[src/rtl/ring_conf_ctrl.sv]
// ring_conf_ctrl: collects per-cluster ring reconfiguration requests, drains in-flight flits, applies to all routers.
// Optional collect-phase timeout enabled by RING_CONF_CTRL_TIMEOUT_EN.
module ring_conf_ctrl #(
  parameter int NrClusters    = 4,
  parameter int CntWidth      = 8,
  parameter int TimeoutCycles = 256
) (
  input  logic                  clk_i,
  input  logic                  rst_ni,
  input  logic [NrClusters-1:0] sldu_conf_valid_i,
  input  logic [NrClusters-1:0] sldu_dir_i,
  input  logic [NrClusters-1:0] sldu_bypass_i,
  input  logic [NrClusters-1:0] inject_i,
  input  logic [NrClusters-1:0] eject_i,
  output logic [NrClusters-1:0] router_dir_o,
  output logic [NrClusters-1:0] router_bypass_o,
  output logic [NrClusters-1:0] router_conf_valid_o,
  output logic                  conf_ack_o,
  output logic                  busy_o,
  output logic                  mismatch_o,
  output logic                  cnt_err_o,
  output logic                  timeout_o
);
  localparam int W = CntWidth + 6;
  typedef enum logic [1:0] {IDLE, COLLECT, DRAIN, APPLY} state_e;
  state_e state_q, state_d;
  logic [NrClusters-1:0] pend_q, pend_d, dir_q, dir_d, byp_q, byp_d, take;
  logic [NrClusters-1:0] rdir_q, rbyp_q, rcv_q;
  logic [CntWidth-1:0] cnt_q, cnt_d;
  logic [W-1:0] up, dec, diff;
  logic under, over, ack_q, mis_q, mis_d, err_q, err_d;
  // Counter math is done wide so both saturation directions are detectable.
  assign up    = W'(cnt_q) + W'($countones(inject_i));
  assign dec   = W'($countones(eject_i));
  assign diff  = up - dec;
  assign under = dec > up;
  assign over  = !under && diff > W'({CntWidth{1'b1}});
  assign cnt_d = under ? '0 : over ? '1 : diff[CntWidth-1:0];
  assign err_d = err_q | under | over;
  assign take  = (state_q == IDLE || state_q == COLLECT) ? sldu_conf_valid_i & ~pend_q : '0;
  assign dir_d = (dir_q & ~take) | (sldu_dir_i & take);
  assign byp_d = (byp_q & ~take) | (sldu_bypass_i & take);
`ifdef RING_CONF_CTRL_TIMEOUT_EN
  localparam int TmoW = $clog2(TimeoutCycles + 1);
  logic [TmoW-1:0] tmo_q;
  logic to_d, to_q;
  always_ff @(posedge clk_i)
    if (!rst_ni) tmo_q <= '0;
    else tmo_q <= (state_q == COLLECT && state_d == COLLECT) ? tmo_q + 1'b1 : '0;
  always_ff @(posedge clk_i)
    if (!rst_ni) to_q <= 1'b0;
    else to_q <= to_d;
  assign timeout_o = to_q;
`else
  assign timeout_o = (TimeoutCycles < 0);
`endif
  always_comb begin
    state_d = state_q;
    pend_d  = pend_q | take;
    mis_d   = mis_q;
`ifdef RING_CONF_CTRL_TIMEOUT_EN
    to_d    = 1'b0;
`endif
    case (state_q)
      IDLE, COLLECT: begin
        if (&pend_d) begin
          if (dir_d == '0 || &dir_d) state_d = DRAIN;
          else begin
            state_d = IDLE;
            pend_d  = '0;
            mis_d   = 1'b1;
          end
        end else if (|pend_d) begin
          state_d = COLLECT;
`ifdef RING_CONF_CTRL_TIMEOUT_EN
          if (state_q == COLLECT && tmo_q == TmoW'(TimeoutCycles - 1)) begin
            state_d = IDLE;
            pend_d  = '0;
            to_d    = 1'b1;
          end
`endif
        end
      end
      DRAIN: state_d = (cnt_q == '0 && inject_i == '0) ? APPLY : DRAIN;
      default: begin
        state_d = IDLE;
        pend_d  = '0;
      end
    endcase
  end
  always_ff @(posedge clk_i) begin
    if (!rst_ni) begin
      state_q <= IDLE;
      pend_q  <= '0;
      dir_q   <= '0;
      byp_q   <= '0;
      cnt_q   <= '0;
      rdir_q  <= '0;
      rbyp_q  <= '0;
      rcv_q   <= '0;
      ack_q   <= 1'b0;
      mis_q   <= 1'b0;
      err_q   <= 1'b0;
    end else begin
      state_q <= state_d;
      pend_q  <= pend_d;
      dir_q   <= dir_d;
      byp_q   <= byp_d;
      cnt_q   <= cnt_d;
      rcv_q   <= {NrClusters{state_d == APPLY}};
      ack_q   <= state_d == APPLY;
      mis_q   <= mis_d;
      err_q   <= err_d;
      if (state_d == APPLY) begin
        rdir_q <= dir_q;
        rbyp_q <= byp_q;
      end
    end
  end
  assign router_dir_o        = rdir_q;
  assign router_bypass_o     = rbyp_q;
  assign router_conf_valid_o = rcv_q;
  assign conf_ack_o          = ack_q;
  assign busy_o              = state_q != IDLE;
  assign mismatch_o          = mis_q;
  assign cnt_err_o           = err_q;
endmodule

[config.mk]
export PLATFORM = sky130hd
export DESIGN_NAME = ring_conf_ctrl
export DESIGN_NICKNAME = d
export VERILOG_FILES = /design/src/rtl/ring_conf_ctrl.sv
export SDC_FILE = /design/constraint.sdc
export NUM_CORES = 1
export LEC_CHECK = 0
export ABC_AREA = 0
export CORE_MARGIN = 3
export CORE_UTILIZATION = 55
export CTS_CLUSTER_SIZE = 12
export DETAILED_ROUTE_END_ITERATION = 12
export GPL_ROUTABILITY_DRIVEN = 0
export PLACE_DENSITY_LB_ADDON = 0.05
export SLEW_MARGIN = 0
export SYNTH_ARGS = -nofsm -noshare
export SYNTH_HDL_FRONTEND = slang
export SYNTH_SLANG_ARGS = --single-unit
[constraint.sdc]
create_clock -name clk_i -period 5.04 [get_ports clk_i]
set_input_delay 0.756 -clock clk_i [delete_from_list [all_inputs] [get_ports clk_i]]
set_output_delay 0.756 -clock clk_i [all_outputs]
set_load 0.03 [all_outputs]
==> results.yml <==
sta:
  setup_viol: 0
  clock_skew_ps: 5.17
  report.final.slew_viol_count: 0
  hold_violations: 0
  tightest_slew_ps: 745
  tns_ps: 0
  grt_setup_unrepaired: "false"
  hold_slack_ps: 478
  finalCritPeriodShare_pct: 77.4
  period_minus_slack_ps: 3900
  max_freq_mhz: 256
  max-slew-margin-rel_pct: 50.2
cells_and_area:
  finalNonFillerCells: 284
  diodes: 0
  fill_cells: 246
  mostFrequentLayoutCells: "clkdlybuf4s50_1, dfxtp_1, nor2b_1"
  area_delta_synth_final_pct: 22.2
  nets: 273
  layout_commonest_cell: "clkdlybuf4s50_1"
  drive_above_1_share_pct: 8.33
  multi_input_area_um2: 1150
  regArea_um2: 661
synthesis:
  synth_nets: 243
  ys_types: 47
  netlist_area_um2: 1940
  synth_edf_count: 0
  synth_cells: 209
  synth-seq-cells: 33
  ys_async_sr_fraction_pct: 0
  syn_avg_cell_area_um2: 9.27
  ys.warnings.count: 0
  ys_seq_area_share_pct: 34.1
  synth_flop_cell: "dfxtp_1"
clocking:
  clk_latency_ps: 340
  cts_buffer_depth: 2
  hold_buffers: 0
  cts.sinks: 33
  cts_tree: "yes"
  cts_max_level: 2
  clk_pin_slew_worst_paths_ps: 100
  cts_buffers: 5
  root_buffer: "clkbuf_4"
  cts_setup_buffers: 0
  cts_resized: 0
global_routing:
  grt_pass1_vias: 1713
  overflow: 0
  antenna_found_initial: 0
  grt_pass1_wl_um: 7390
  grt_max_degree: 27
  grt_use_total_pct: 22.4
critical_path:
  cp.buffers_inverters: 3
  crit_required_ps: 5310
  rrSetupSlack_ps: 2160
  cp.depth: 14
  cp-end-kind: "flop"
  path_cells: "clkdlybuf4s50_1 > fa_1 > inv_1 > fa_1 > inv_1 > fa_1 > xor2_1 > ha_1 > nand2_1 > o21ai_0 > nor2_1 > and4b_1 > or3_1 > o211ai_1"
  worst_path_max_delay_cell: "fa_1"
  startpoint_type: "input port"
  crit_type: "in -> reg"
  arrival_ps: 4170
  crit_top_cell: "fa_1"
  max_stage_delay_ps: 480
  worstSetupEndpoint: "cnt_q[7]"
  rr_endpoint: "cnt_q[7]"
  crit_family: "adder cells"
  r2r_start: "cnt_q[0]"
  cp-startpoint: "inject_i[0]"
  r2r_cells: 12
  crit_fanout: 6
detailed_routing:
  drc: 0
  postRouteAntennaNets: 0
  drtIter0Drc: 140
  vias: 1653
  post_drt_wl_per_cell_um: 14.6
  firstDrtPassIters: 4
  drt_wl_total_um: 4150
  routed_via_density: 5.82
floorplan:
  core-area_um2: 3200
  start_util_pct: 60.5
  num_rows: 20
  die_area_um2: 4270
  pin_count: 39
  die_y_um: 65.4
  die_w_um: 65.4
placed_design:
  portBuffers: 37
  hpwl_um: 3130
  dpl.cell_count: 276
flow_run:
  drv_cap: 0
status:
  outcome: "finished clean"
power_and_ir_drop:
  power_density_nw_per_um2: 462
  power.leakage_nw: 0.962
  vdd.ir_drop.worst_v: 0.000233
min_path:
  min_path_type: "reg -> reg"
## where the power goes
group	switching (mW)	internal [mW]	total [mW]	leakage, nW
Combinational	0.295	0.229	0.524	0.646
Clock	0.0911	0.118	0.210	0.0455
Sequential	0.0576	0.304	0.361	0.271
Total	0.444	0.651	1.09	0.962
## cell families after synthesis
family / after synthesis / synth area share (%)
flops: 33 / 34.1
simple gates: 73 / 23.5
fa+ha+maj: 12 / 9.68
xor+xnor: 9 / 4.07
buf+inv: 26 / 6.46
other cells: 1 / 0.193
compound gates: 38 / 13.2
mux: 17 / 8.78
## metal layers
layer	vias to the layer above	track usage [%]	part of all wire, %
met3	21	5.98	7.7
met2	81	37.5	50
li1	787	-	-
met5	-	0	0
met1	764	24.1	38
met4	0	16.3	4.3
## layout make-up
cell class	instances	share of cell area (%)
multi-input cells	150	48.7
flip-flops and latches	33	27.9
repair buffers	37	15.6
clock buffers	7	2.32
well taps	44	2.32
inverters	12	1.90
clock inverters	1	1.27
## metrics by stage
stage                     power, mW  utilization (%)  setup WS (ps)  cell area (um^2)
after floorplan               0.750                -           1480              1940
after global placement        0.857             71.3            942              2280
after detailed placement      0.873             71.3            833              2280
after CTS                      1.09             73.9           1190              2370
after global routing           1.18             73.9            948              2370
final                          1.09             73.9           1140              2370
## cell usage after synthesis, types with 4 or more instances
cell / instances / area share (%)
mux2i_1: 17 / 8.8
and4_1: 4 / 1.8
buf_4: 5 / 1.9
clkbuf_1: 7 / 1.4
nor3b_2: 4 / 2.6
inv_1: 11 / 2.1
o211ai_1: 5 / 1.9
nor2_1: 10 / 1.9
ha_1: 7 / 4.5
xnor2_1: 6 / 2.7
o21a_1: 4 / 1.5
nor3_1: 4 / 1.0
a21oi_1: 14 / 3.6
nand2_1: 11 / 2.1
fa_1: 5 / 5.2
nor2b_1: 20 / 6.5
dfxtp_1: 33 / 34
## worst min-delay path by stage
stage,start,endpoint,slack [ps],cells after the start
final,mismatch_o,mismatch_o,480,1
after global routing,mismatch_o,mismatch_o,520,1
after CTS,mismatch_o,mismatch_o,490,1
after detailed placement,mismatch_o,mismatch_o,460,1
after global placement,mismatch_o,mismatch_o,450,1
after floorplan,flop,flop,480,2
## worst reg2reg max path, cell delays in order (launching register included)
cell	delay [ps]
dfxtp_1	330
inv_1	70
fa_1	190
inv_1	60
fa_1	460
xor2_1	180
ha_1	360
nand2_1	90
o21ai_0	310
nor2_1	80
and4b_1	230
or3_1	370
o211ai_1	80
(Power assumes the default switching activity.)
